**src/rtl/intersection_sched.sv**
```systemverilog
// Two-approach intersection scheduler: main street rests on green,
// side-vehicle and pedestrian requests are latched and served round-robin.
module intersection_sched #(
    parameter int GMIN  = 8,
    parameter int YEL   = 3,
    parameter int AR    = 2,
    parameter int SIDEG = 10,
    parameter int WALKT = 6,
    parameter int TW    = 8
) (
    input  logic       CLK,
    input  logic       RSTn,
    input  logic       Ped,
    input  logic       CarSide,
    output logic       MainG,
    output logic       MainY,
    output logic       MainR,
    output logic       SideG,
    output logic       SideY,
    output logic       SideR,
    output logic       Walk,
    output logic [2:0] State
);

    typedef enum logic [2:0] {
        S_MG  = 3'd0,
        S_MY  = 3'd1,
        S_ARA = 3'd2,
        S_SG  = 3'd3,
        S_SY  = 3'd4,
        S_ARB = 3'd5,
        S_WK  = 3'd6,
        S_BAD = 3'd7
    } state_e;

    localparam logic [TW-1:0] TMAX    = '1;
    localparam logic [TW-1:0] GMIN_L  = TW'(GMIN - 1);
    localparam logic [TW-1:0] YEL_L   = TW'(YEL - 1);
    localparam logic [TW-1:0] AR_L    = TW'(AR - 1);
    localparam logic [TW-1:0] SIDEG_L = TW'(SIDEG - 1);
    localparam logic [TW-1:0] WALKT_L = TW'(WALKT - 1);

    // last_q: 1 = pedestrian served most recently, 0 = side street
    localparam logic LAST_PED  = 1'b1;
    localparam logic LAST_SIDE = 1'b0;

    state_e        state_q, state_d;
    logic [TW-1:0] t_q, t_d;
    logic          side_pend_q, side_pend_d;
    logic          ped_pend_q, ped_pend_d;
    logic          last_q, last_d;
    logic          enter_sg, enter_wk;
    logic          side_wins;

    assign side_wins = side_pend_q && (!ped_pend_q || last_q == LAST_PED);

    always_comb begin
        state_d = state_q;
        case (state_q)
            S_MG: begin
                if (t_q >= GMIN_L && (side_pend_q || ped_pend_q))
                    state_d = S_MY;
            end
            S_MY: begin
                if (t_q == YEL_L)
                    state_d = S_ARA;
            end
            S_ARA: begin
                if (t_q == AR_L)
                    state_d = side_wins ? S_SG : S_WK;
            end
            S_SG: begin
                if (t_q == SIDEG_L)
                    state_d = S_SY;
            end
            S_SY: begin
                if (t_q == YEL_L)
                    state_d = S_ARB;
            end
            S_WK: begin
                if (t_q == WALKT_L)
                    state_d = S_ARB;
            end
            S_ARB: begin
                if (t_q == AR_L)
                    state_d = S_MG;
            end
            default: state_d = S_MG;
        endcase
    end

    assign enter_sg = (state_d == S_SG) && (state_q != S_SG);
    assign enter_wk = (state_d == S_WK) && (state_q != S_WK);

    always_comb begin
        t_d = t_q;
        if (state_d != state_q)
            t_d = '0;
        else if (t_q != TMAX)
            t_d = t_q + 1'b1;
    end

    // Entering service clears the flag even if the request is still asserted.
    always_comb begin
        side_pend_d = side_pend_q;
        ped_pend_d  = ped_pend_q;
        last_d      = last_q;
        if (enter_sg)
            side_pend_d = 1'b0;
        else if (state_q != S_SG)
            side_pend_d = side_pend_q | CarSide;
        if (enter_wk)
            ped_pend_d = 1'b0;
        else if (state_q != S_WK)
            ped_pend_d = ped_pend_q | Ped;
        if (enter_sg)
            last_d = LAST_SIDE;
        else if (enter_wk)
            last_d = LAST_PED;
    end

    always_ff @(posedge CLK or negedge RSTn) begin
        if (!RSTn) begin
            state_q     <= S_MG;
            t_q         <= '0;
            side_pend_q <= 1'b0;
            ped_pend_q  <= 1'b0;
            last_q      <= LAST_PED;
        end else begin
            state_q     <= state_d;
            t_q         <= t_d;
            side_pend_q <= side_pend_d;
            ped_pend_q  <= ped_pend_d;
            last_q      <= last_d;
        end
    end

    always_comb begin
        MainG = 1'b0;
        MainY = 1'b0;
        MainR = 1'b0;
        SideG = 1'b0;
        SideY = 1'b0;
        SideR = 1'b0;
        Walk  = 1'b0;
        case (state_q)
            S_MG: begin
                MainG = 1'b1;
                SideR = 1'b1;
            end
            S_MY: begin
                MainY = 1'b1;
                SideR = 1'b1;
            end
            S_SG: begin
                MainR = 1'b1;
                SideG = 1'b1;
            end
            S_SY: begin
                MainR = 1'b1;
                SideY = 1'b1;
            end
            S_WK: begin
                MainR = 1'b1;
                SideR = 1'b1;
                Walk  = 1'b1;
            end
            default: begin
                MainR = 1'b1;
                SideR = 1'b1;
            end
        endcase
    end

    assign State = state_q;

    a_no_conflict: assert property (@(posedge CLK) disable iff (!RSTn)
        !(MainG && SideG));
    a_walk_red: assert property (@(posedge CLK) disable iff (!RSTn)
        Walk |-> (MainR && SideR));

endmodule

```
**config.mk**
```make
export PLATFORM = sky130hd
export DESIGN_NAME = intersection_sched
export DESIGN_NICKNAME = d
export VERILOG_FILES = /design/src/rtl/intersection_sched.sv
export SDC_FILE = /design/constraint.sdc
export NUM_CORES = 1
export LEC_CHECK = 0
export BUFFER_PORTS_ARGS = -buffer_cell sky130_fd_sc_hd__clkbuf_2
export CORE_MARGIN = 1.5
export CORE_UTILIZATION = 40
export CTS_CLUSTER_SIZE = 28
export DETAILED_ROUTE_END_ITERATION = 16
export GPL_TIMING_DRIVEN = 0
export SLEW_MARGIN = 10
export SYNTH_ARGS = -nofsm -noshare
export SYNTH_HDL_FRONTEND = slang
export SYNTH_SLANG_ARGS = --single-unit
export TNS_END_PERCENT = 1
```
**constraint.sdc**
```tcl
create_clock -name CLK -period 2.1 [get_ports CLK]
set_input_delay 0.42 -clock CLK [delete_from_list [all_inputs] [get_ports CLK]]
set_output_delay 0.42 -clock CLK [all_outputs]
set_load 0.005 [all_outputs]
```
## Word-level counts from Yosys, hierarchy flattened

Index checks and enable logic that the tools add are counted.

- Add/sub/neg operators: 1
- $lt $le $gt $ge: 1
- Equal/unequal tests: 16
- Multiplexer cells: 24
- Bitwise operators: 2
- Reductions and logical operators: 14

Operator list:

| cell | count |
|---|---|
| 3-bit two-way mux | 8 |
| 3-bit one-hot mux with 7 select lines | 1 |
| 8-bit two-way mux | 2 |
| 1-bit two-way mux | 13 |
| 3-bit equality test, second input constant | 4 |
| 3-bit by 2-bit equality test with 1-bit output, second input constant | 3 |
| 8-bit by 1-bit adder with 8-bit output, second input constant | 1 |
| 8-bit by 1-bit equality test with 1-bit output, second input constant | 1 |
| 8-bit by 2-bit equality test with 1-bit output, second input constant | 1 |
| 8-bit by 3-bit equality test with 1-bit output, second input constant | 1 |
| 8-bit by 4-bit equality test with 1-bit output, second input constant | 1 |
| 8-bit by 3-bit greater-or-equal comparator with 1-bit output, second input constant | 1 |
| 8-bit inequality test, second input constant | 1 |
| 2-bit nonzero test | 4 |
| 1-bit logical AND | 4 |
| 2-bit OR reduction | 2 |
| 3-bit by 1-bit equality test with 1-bit output, second input constant | 1 |
| 3-bit zero test | 1 |
| 3-bit by 2-bit inequality test with 1-bit output, second input constant | 1 |
| 3-bit inequality test | 1 |
| 3-bit inequality test, second input constant | 1 |
| 1-bit logical OR | 2 |
| 1-bit bitwise OR | 2 |
| 1-bit zero test | 1 |

- Register bits: 14
- Input bits: 4
- Output and inout port bits: 10
- Logic and storage cells: 63

## Logic depth before layout (Yosys ltp)

Gate-level depths: netlist (run 1).

- Word-level depth: 10
- Depth in mapped cells: 8
- Gate-level depth less buffers: 8

## Least setup slack after synthesis (run 1)

OpenSTA, ideal clock, no wires.

- Path type: reg-to-reg
- Start point: reg t_q[0]
- End point: reg t_q[2]
- Setup time: 0.147 ns
- Arrival time: 1.958 ns
- Data required time: 1.953 ns
- Path slack: -0.005 ns
- Stages on the path, launching flop included: 8
- Buffers on the path: 0
- Period minus slack after synthesis: 2.105 ns
- Path through: dfrtp_1 ha_1 and2b_2 and2_4 a221o_1 o2111ai_2 mux2i_2 nor3_1

- Longest elaborated chain between the ends: 6
- Elaborated cells between the ends (all ways): 20
- Those cells by class: add/sub: 1; order compare: 1; eq/ne: 6; mux: 10; reduce/logical: 2

RTL lines:

| item | line | RTL |
|---|---|---|
| start, declared | 48 | `logic [TW-1:0] t_q, t_d;` |
| start signal, assigned | 131 | `t_q <= t_d;` |
| 8-bit by 3-bit greater-or-equal comparator with 1-bit output | 61 | `if (t_q >= GMIN_L && (side_pend_q \|\| ped_pend_q))` |
| 1-bit logical AND | 61 |  |
| 3-bit two-way mux | 61 |  |
| 3-bit one-hot mux with 7 select lines | 59 | `case (state_q)` |
| 3-bit inequality test | 97 | `if (state_d != state_q)` |
| 8-bit two-way mux / 2-bit nonzero test (equally long branches) | - |  |

Several ways; a longest one is shown, not always the timed one. The select of a mux whose other input is x is not followed.
A chain may end at the register's enable or synchronous reset.

## Final worst setup path (run 1)

- Start point: reg t_q[5]
- End point: reg t_q[1]

Same word-level chain as after synthesis.

==> impl_results.md, run 1 <==
- Power, Total: 1.563 mW
- CTS tree: done
- Yosys cell types: 39
- Asr flop ratio synth: 100.0%
- Sequential cell area: roughly 350 µm²
- Clock slew at reported path FFs: roughly 0.090 ns
- Crit Path Category: reg2reg
- Crit end category: flop
- Initial DRC count: 32
- Die area: around 2700 µm²
- Clock Tree Root: clkbuf_4
- Post-Layout Inst Area: ~1200 µm²
- Cell count after synthesis: approximately 110
- Final net count: between 100 and 150
- GRT Residual Overflow: 0
- Status: finished, violations left
- Core area: 2233 µm²
- Drt total wl: around 2.2 mm
- Post-Syn Area: just under 1000 µm²
- Req. time, crit path: 2.25 ns
- Place WS: -0.1405 ns
- Mux contribution to synthesized area: under 10%
- Tightest Hold Check Type: in2async
- Simple-Gate Fraction of Synth Area: between 30% and 40%
- Syn_area_per_cell: slightly below 9 µm²
- Port bufs: 13
- FP Rows: 17
- Final Hold Fails: 0
- Slew Limit Fails: 0
- Final cell utilization of the core: between 50% and 60%
- Max Freq: 475.9 MHz
- DRC: 0
- Area Overhead vs Synth: 28.87%
- First-pass GRT wire length: roughly 3.8 mm
- Total GRT Usage: between 10% and 20%
- Routability cong.: between 0.8 and 0.9
- Layout cells sized above 1: between 30 and 40%
- CTS sink count: 14
- Syn nets: 115
- Top FF cell, synth: dfrtp_1
- Sequential fraction of the synthesis area: between 30 and 40%
- Final Non-Filler Cells: approximately 160
- RSZ-0062 raised after global routing: yes
- Main combinational cell family by area after synthesis: simple AND/OR/NAND/NOR gates
- Vias in the first global route: between 800 and 900
- Vert. Die Dim: between 50 and 60 µm
- Largest net degree at the start of global routing: 15
- Number of flops mapped to enable cells by yosys: 0
- # fillers: around 210
- Initial antenna violation count: 0
- Rel. slew slack: around two thirds
- PwrDens: around 1300 nW/µm²
- Maxcap violations: 0
- Setup violations, final: 1
- Number of CTS-inserted buffers: 3
- Placed Cells: between 100 and 150
- Syn. warnings: 0
- Synth Area in Compound Gates: between 10 and 15%
- Final Cycle Share: 100.1%
- Post-Synth Adder-Cell Area: about 3.9%
- CTS max path bufs: 2
- VDD IR-drop max: roughly 0.70 mV
- WL per Instance: approximately 14 µm
- Post-DP HPWL: 1.574 mm
- Drt first pass iters: 4
- Via count: between 800 and 900
- CP max FO: 5
- Final setup margin: -0.001354 ns
- Failing checks: setup timing
- Initial Util: around 43%
- CTS Hold Bufs: 0
- DR vias/cell: between 5 and 6
- Worst EP arrival: between 2 and 2.5 ns
- # IOs: 14
- Worst R2R Path Depth: 8
- Worst-Margin Slew: 0.4876 ns
- Antenna diodes: 0
- Synth Area in XOR/XNOR: ~3.6%
- Leak Pwr: roughly 0.53 nW
- Detail Route Antenna Nets: 0
- Startpoint type of the worst setup path: flop
- Fin crit period: between 2 and 2.5 ns
- Area of the multi-input gates: 618.1 µm²
- Layout Skew: just over 0.007 ns
- H-tree lvl count: 1
- Clk_lat worst skew: approximately 0.28 ns
- Die width: between 50 and 60 µm
- DP Area: 1071 µm²
- Synthesized flop and latch total: 14
-- through the flow --
| step | setup TNS (ns) | hold WS [ns] |
|---|---|---|
| finish | -0.001354 | 0.02789 |
| global route | -0.4670 | 0.04918 |
| CTS | 0 | 0.03668 |
| detailed placement | -1.021 | 0.3526 |
| global placement | -0.8981 | 0.3529 |
| floorplan | 0 | 0.1244 |
-- sequential cells by signal, summed over array words and instances (netlist names) --
signal,flops
t_q,8
ped_pend_q,1
side_pend_q,1
last_q,1
State,3
-- critical path: stages, from the launching register on --
cell,delay (ns)
dfrtp_2,0.44
nor4_4,0.29
buf_4,0.17
o2111ai_1,0.10
a221o_1,0.34
o2111ai_4,0.13
mux2i_4,0.30
buf_6,0.16
a2111oi_4,0.03
-- layout by cell type, fill, tap and decap left out, types with 2 or more instances in the layout --
master | Yosys | layout
o21ai_0 | 5 | 5
dfrtp_1 | 13 | 11
nand2_1 | 6 | 6
nor3_2 | 0 | 4
inv_1 | 10 | 10
buf_4 | 0 | 7
buf_6 | 1 | 3
xor2_1 | 3 | 3
nor2_1 | 13 | 13
a21oi_1 | 3 | 3
nand2b_1 | 2 | 2
or2_2 | 2 | 2
dfrtp_2 | 0 | 2
clkbuf_2 | 0 | 13
nand4_1 | 2 | 2
o211ai_1 | 2 | 2
ha_1 | 3 | 2
nand3_1 | 5 | 5
a221o_1 | 3 | 3
nor3_1 | 11 | 7
clkbuf_4 | 1 | 4
-- per-layer routing --
metal | track usage (%) | part of all wire [%] | vias to the layer above
li1 | - | - | 435
met1 | 26.81 | 48 | 431
met2 | 28.69 | 47 | 24
met3 | 6.034 | 5.0 | 2
met4 | 5.263 | 0.76 | 0
met5 | 0 | 0 | -
-- synth_stat cells, drive strengths merged (2+ instances only) --
cell | instances | area, µm²
clkbuf | 2 | 11.26
a21oi | 3 | 15.01
nand3 | 5 | 25.02
or2 | 2 | 12.51
o21ai | 5 | 25.02
o211ai | 2 | 15.01
and3 | 2 | 13.77
dfrtp | 13 | 325.3
or2b | 2 | 16.27
o2111ai | 2 | 23.77
nor4 | 2 | 27.53
mux2i | 3 | 33.78
ha | 3 | 37.54
xor2 | 3 | 26.28
nor2 | 13 | 48.80
nand2 | 6 | 22.52
nand2b | 2 | 12.51
nor3 | 11 | 55.05
nand4 | 2 | 12.51
a221o | 3 | 30.03
inv | 10 | 37.54
-- kinds of logic after synthesis --
group | count (synthesis)
AND/OR/NAND/NOR | 53
AO/OA/AOI/OAI | 18
flip-flops | 14
buffers and inverters | 13
XOR/XNOR | 4
multiplexers | 3
adder cells (fa/ha/maj) | 3
-- worst paths after layout --
path                               from           to  slack [ns]
worst max-delay path             t_q[5]       t_q[1]      -0.001
worst min-delay path               RSTn       t_q[6]        0.03
worst max register to register   t_q[5]       t_q[1]      -0.001
worst min register to register   last_q       last_q        0.54
max in group asynchronous          RSTn       last_q        1.76
min in group CLK                CarSide  side_pend_q        0.39
-- cell type report --
class                   count  area share [%]
multi-input cells          81           49.85
flip-flops and latches     14           28.56
repair buffers             22           11.30
inverters                  10           3.027
clock buffers               4           2.926
well taps                  28           2.825
plain buffers               2           1.514
-- where the power goes --
| part | internal [mW] | switching [mW] | total (mW) |
|---|---|---|---|
| clock | 0.105 | 0.0899 | 0.195 |
| combinational | 0.465 | 0.483 | 0.948 |
| sequential | 0.343 | 0.0759 | 0.419 |
| total | 0.914 | 0.649 | 1.56 |
-- what timing repair did --
action / 4_1_cts / 5_1_grt
setup buffers: 8 / 3
gates resized for setup: 6 / 7
pin swaps: 5 / 2
setup endpoints to repair: 8 / 8
No activity file was read; power rests on OpenSTA's default activity.
==> run 2, diff against run 1 <==
--- a/config.mk
+++ b/config.mk
@@ -15,4 +15,4 @@
 export SYNTH_ARGS = -nofsm -noshare
 export SYNTH_HDL_FRONTEND = slang
 export SYNTH_SLANG_ARGS = --single-unit
-export TNS_END_PERCENT = 1
+export TNS_END_PERCENT = 30
==> run 2 against run 1 <==
Net effect: worst setup slack unchanged; total power unchanged; largest cell class unchanged; the flow still finishes with violations (setup timing); sequential share of layout area stayed put; clock skew stayed put; first-iteration DRC count stayed put; register-to-register slack hardly changed; sequential power about the same; clock power is essentially flat; highest routed layer unchanged; critical path depth unchanged; largest power group unchanged; design area stayed put; combinational power hardly changed; via count unchanged.
==> impl_results.md, run 2 (synthesis results as in run 1) <==
- Status: finished, violations left
- Failing checks: setup timing
- Leak Pwr: 0.5341 nW
- Tightest Hold Check Type: in2async
- Combinational fraction of design power: 60.7%
- Worst EP arrival: roughly 2.3 ns
- Flop pwr share: a little over a quarter
- FP Rows: 17
- Antenna diodes: 0
- Worst-Margin Slew: between 0.4 and 0.5 ns
- Post-DP HPWL: 1.574 mm
- DR vias/cell: about 5.5
- Initial antenna violation count: 0
- Power, Total: ~1.6 mW
- Detail Route Antenna Nets: 0
- Sw frac: around two fifths
- Place WS: -0.1405 ns
- Top reg by flops: t_q
- # fillers: roughly 210
- Die width: 52.05 µm
- Layout cells sized above 1: between 30% and 40%
- CP max FO: 5
- Rel. slew slack: approximately two thirds
- Area Overhead vs Synth: 28.87%
- Number of CTS-inserted buffers: 3
- Final Hold Fails: 0
- Final Non-Filler Cells: ~160
- Core area: ~2200 µm²
- Vert. Die Dim: 52.05 µm
- WP buf/inv: 2
- Fin crit period: 2.101 ns
- WHS: between 0.02 and 0.03 ns
- Req. time, crit path: approximately 2.3 ns
- Crit Path Category: reg2reg
- # IOs: 14
- Maxcap violations: 0
- Setup violations, final: 1
- Clock slew at reported path FFs: 0.09 ns
- CP Cell Sequence: nor4_4 > buf_4 > o2111ai_1 > a221o_1 > o2111ai_4 > mux2i_4 > buf_6 > a2111oi_4
- Routability cong.: between 0.8 and 0.9
- WL per Instance: 13.90 µm
- Setup TNS: -0.001354 ns
- Drt first pass iters: 4
- Critical path's largest stage delay: ~0.44 ns
- Sw Pwr: approximately 650 µW
- Largest delay share family, worst path: compound AO/OA/AOI/OAI gates
- Final Cycle Share: 100.1%
- Total GRT Usage: a little under 20%
- Final setup margin: -0.001354 ns
- Via count: around 900
- Die area: between 2000 and 3000 µm²
- Largest net degree at the start of global routing: 15
- Max reg flops: 8
- CTS max path bufs: 2
- CTS sink count: 14
- CTS tree: done
- Internal power: around 910 µW
- Layout Skew: approximately 0.0071 ns
- Placed Cells: 149
- GRT Residual Overflow: 0
- Max Freq: ~480 MHz
- Drt total wl: about 2.2 mm
- Crit end category: flop
- Slew Limit Fails: 0
- Clock Tree Root: clkbuf_4
- RSZ-0062 raised after global routing: yes
- Port bufs: 13
- Final net count: around 140
- Initial DRC count: 32
- Initial Util: 43.08%
- PwrDens: around 1300 nW/µm²
- Commonest cells after routing, fill and taps aside: nor2_1 (13), clkbuf_2 (13), dfrtp_1 (11)
- Power share of the clock group: 12.5%
- First-pass GRT wire length: about 3.8 mm
- Clk_lat worst skew: roughly 0.28 ns
- Startpoint type of the worst setup path: flop
- Vias in the first global route: ~840
- VDD IR-drop max: 0.7046 mV
- H-tree lvl count: 1
- Slowest-stage cell, CP: dfrtp_2
- DRC: 0
[run 2: final timing paths]
check / startpoint / to / slack [ns] / cells past startpoint
worst max register to register: t_q[5] / t_q[1] / -0.001 / 8
worst min-delay path: RSTn / t_q[6] / 0.03 / 1
max in group asynchronous: RSTn / last_q / 1.76 / 1
worst min register to register: last_q / last_q / 0.54 / 2
worst max-delay path: t_q[5] / t_q[1] / -0.001 / 8
min in group CLK: CarSide / side_pend_q / 0.39 / 3
[run 2: final cells by class]
cell class	instances	area, µm²	area share, %
multi-input combinational	81	618.1	49.85
sequential	14	354.1	28.56
timing repair buffer	22	140.1	11.30
inverter	10	37.54	3.027
clock buffer	4	36.28	2.926
tap	28	35.03	2.825
buffer	2	18.77	1.514
[run 2: worst register-to-register path, delay by kind of cell, from the launching register on]
family	cells	cell delay, ns
AO/OA/AOI/OAI	4	0.61
flip-flops	1	0.44
multiplexers	1	0.30
buffers and inverters	2	0.33
AND/OR/NAND/NOR	1	0.29
[run 2: repair_timing]
action,in CTS,in global routing
setup endpoints to repair,8,8
hold buffers,0,0
resized for setup,6,7
endpoints found under the hold margin,0,0
buffers inserted,8,3
pin swaps,5,2
gates cloned,0,0
[run 2: routing by layer]
metal | track usage, % | part of all wire (%)
met1 | 26.81 | 48
met4 | 5.263 | 0.76
met5 | 0 | 0
met2 | 28.69 | 47
met3 | 6.034 | 5.0
[run 2: metrics by stage]
| step | area [µm²] | util [%] |
|---|---|---|
| after floorplan | 970.9 | - |
| after global placement | 1071 | 47.96 |
| after detailed placement | 1071 | 47.96 |
| after CTS | 1211 | 54.23 |
| after global routing | 1240 | 55.52 |
| final | 1240 | 55.52 |
[run 2: power groups by stage]
stage | registers [mW] | clock network [mW] | logic, mW
2_1_floorplan | 0.417 | 0 | 0.528
3_3_place_gp | 0.435 | 0 | 0.693
3_5_place_dp | 0.436 | 0 | 0.694
4_1_cts | 0.415 | 0.206 | 0.880
5_1_grt | 0.432 | 0.217 | 1.03
6_report | 0.419 | 0.195 | 0.948
==> run 3, diff against run 2 <==
--- a/config.mk
+++ b/config.mk
@@ -5,9 +5,10 @@
 export SDC_FILE = /design/constraint.sdc
 export NUM_CORES = 1
 export LEC_CHECK = 0
+export ABC_AREA = 1
 export BUFFER_PORTS_ARGS = -buffer_cell sky130_fd_sc_hd__clkbuf_2
 export CORE_MARGIN = 1.5
-export CORE_UTILIZATION = 40
+export CORE_UTILIZATION = 35
 export CTS_CLUSTER_SIZE = 28
 export DETAILED_ROUTE_END_ITERATION = 16
 export GPL_TIMING_DRIVEN = 0
==> run 3 against run 2 <==
Net effect: the flow finishes with violations (DRC); fmax increased by 18%; clock skew decreased by 0.0031 ns; sequential cell count unchanged; synthesized cell count increased by 36%; utilization decreased by 13 points; non-clock buffer count decreased by 10; critical path type is now reg2out; largest power group unchanged.
==> impl_results.md, run 3 <==
- Syn. warnings: 0
- Die area: ~3400 µm²
- Launch point of the worst path: State[0]
- Antenna diodes: 0
- Area Overhead vs Synth: 13.19%
- Leak Pwr: between 0.6 and 0.7 nW
- Top reg by flops: t_q
- Layout cells sized above 1: between 20 and 30%
- Clock slew at reported path FFs: 0.10 ns
- Port bufs: 13
- Setup violations, final: 0
- Post-DP HPWL: 1.744 mm
- FF-to-FF setup slack: around 0.36 ns
- Worst-Margin Slew: between 0.3 and 0.4 ns
- Top cell type by total area after synthesis: dfrtp_1
- Startpoint type of the worst setup path: flop
- CP max FO: 8
- Slew Limit Fails: 0
- Detail Route Antenna Nets: 0
- Final Hold Fails: 0
- Top-count cell post-synth: nor2_1
- CTS max path bufs: 2
- CTS sink count: 14
- Crit end category: output pin
- Largest cells by area after synthesis: dfrtp_1 (31%), nor2_1 (9.9%), nand2_1 (7.8%)
- Post-Syn Area: 1062 µm²
- DP Area: ~1200 µm²
- Commonest cells after routing, fill and taps aside: nor2_1 (28), nand2_1 (22), inv_1 (20)
- Maxcap violations: 0
- # IOs: 14
- H-tree lvl count: 1
- Initial Util: 37.55%
- Req. time, crit path: approximately 1.7 ns
- Drt total wl: roughly 2.2 mm
- Crit Path Category: reg2out
- Post-CTS setup repair buffer count: 0
- PwrDens: about 1300 nW/µm²
- Yosys cell types: 28
- Number of CTS-inserted buffers: 3
- Initial antenna violation count: 0
- Rel. slew slack: around three quarters
- Setup TNS: 0 ns
- Synthesized flop and latch total: 14
- Power, Total: between 1.5 and 2 mW
- Cell count after synthesis: ~150
- Top-area cell type share of the netlist area: between 30% and 40%
- GRT Residual Overflow: 0
- FP Rows: 19
- Status: finished, violations left
- Syn nets: approximately 150
- Syn_area_per_cell: 7.226 µm²
- Final cell utilization of the core: roughly 43%
- RSZ-0062 raised after global routing: no
- Worst EP arrival: 1.36 ns
- Failing checks: DRC
- Top FF cell, synth: dfrtp_1
- DRC: 2
- Post-cts resize count: 0
- Asr flop ratio synth: between 90% and 100%
- First-pass GRT wire length: 3.877 mm
- Final net count: between 150 and 200
- Clock Tree Root: clkbuf_4
- Max reg flops: 8
- VDD IR-drop max: approximately 0.5 mV
- DR vias/cell: about 5.0
- Routability cong.: approximately 0.86
- Core area: 2829 µm²
- Total GRT Usage: between 10% and 20%
- Max Freq: around 560 MHz
- CP endpoint: SideR
- Layout Skew: approximately 0.004 ns
- Die width: 58.09 µm
- Sequential fraction of the synthesis area: 33.10%
- Final Cycle Share: between 80% and 90%
- WHS: between 0.02 and 0.03 ns
- Tightest Hold Check Type: in2async
- Largest net degree at the start of global routing: 15
- CTS Hold Bufs: 0
- Clk_lat worst skew: 0.29 ns
- Vias in the first global route: 931
- Vert. Die Dim: 58.09 µm
- End of the worst register-to-register path: t_q[4]
- Most common cell after layout, fill and taps aside: nor2_1
- Via count: 972
- Fin crit period: about 1.8 ns
- Number of flops mapped to enable cells by yosys: 0
- Post-Layout Inst Area: roughly 1200 µm²
- # fillers: a little over 300
- Synth top cells by count: nor2_1 (28), nand2_1 (22), inv_1 (20), dfrtp_1 (13), nand3_1 (11)
- WL per Instance: 11.10 µm
- Initial DRC count: 50
- R2R Path Start: t_q[1]
- Drt first pass iters: 11
- CTS tree: done
- Worst R2R Path Depth: 10
==> run 3: worst max-delay path: stages (launching register included) <==
cell and delay [ns]:
dfrtp_1 0.39, buf_4 0.17, nor2_2 0.17, nand2_1 0.11
inv_2 0.08, nor2_1 0.04, clkbuf_2 0.11
==> run 3: worst min path at each step <==
stage	startpoint	endpoint	slack (ns)	cells past startpoint
floorplan	RSTn	State[0]	0.12	0
global placement	RSTn	State[2]	0.36	1
finish	RSTn	t_q[6]	0.03	1
global route	RSTn	t_q[3]	0.05	1
detailed placement	RSTn	State[2]	0.36	1
CTS	RSTn	t_q[6]	0.04	1
==> run 3: through the flow <==
stage          std cells  worst slack [ns]
2_1_floorplan        147            0.5837
3_3_place_gp         191            0.4091
3_5_place_dp         191            0.3460
4_1_cts              195            0.3213
5_1_grt              195            0.1183
6_report             195            0.3246
==> run 3: where the power goes <==
group / switching (mW) / internal (mW) / leakage (nW) / total [mW]
clock: 0.101 / 0.106 / 0.0210 / 0.207
sequential: 0.0728 / 0.355 / 0.177 / 0.428
combinational: 0.549 / 0.332 / 0.417 / 0.881
==> run 3: kinds of logic after synthesis <==
group           share of synthesized area (%)
compound gates                          10.01
xor+xnor                                2.474
simple gates                            40.28
buf+inv                                 10.60
flops                                   33.10
fa+ha+maj                               3.534
==> run 3: area by class of cell <==
class / count / area (µm²) / share of cell area, %
well taps: 31 / 38.79 / 3.226
inverters: 28 / 105.1 / 8.741
clock buffers: 4 / 36.28 / 3.018
repair buffers: 13 / 65.06 / 5.411
flip-flops and latches: 14 / 351.6 / 29.24
plain buffers: 1 / 7.507 / 0.6244
multi-input cells: 104 / 598.1 / 49.74
==> run 3: layer usage <==
metal  track usage [%]  wire length, µm  vias up
met5                 0                0        -
met4             3.322               22        0
met3             5.134               91        4
met2             25.97             1092       21
met1             17.59              957      456
li1                  -                -      491
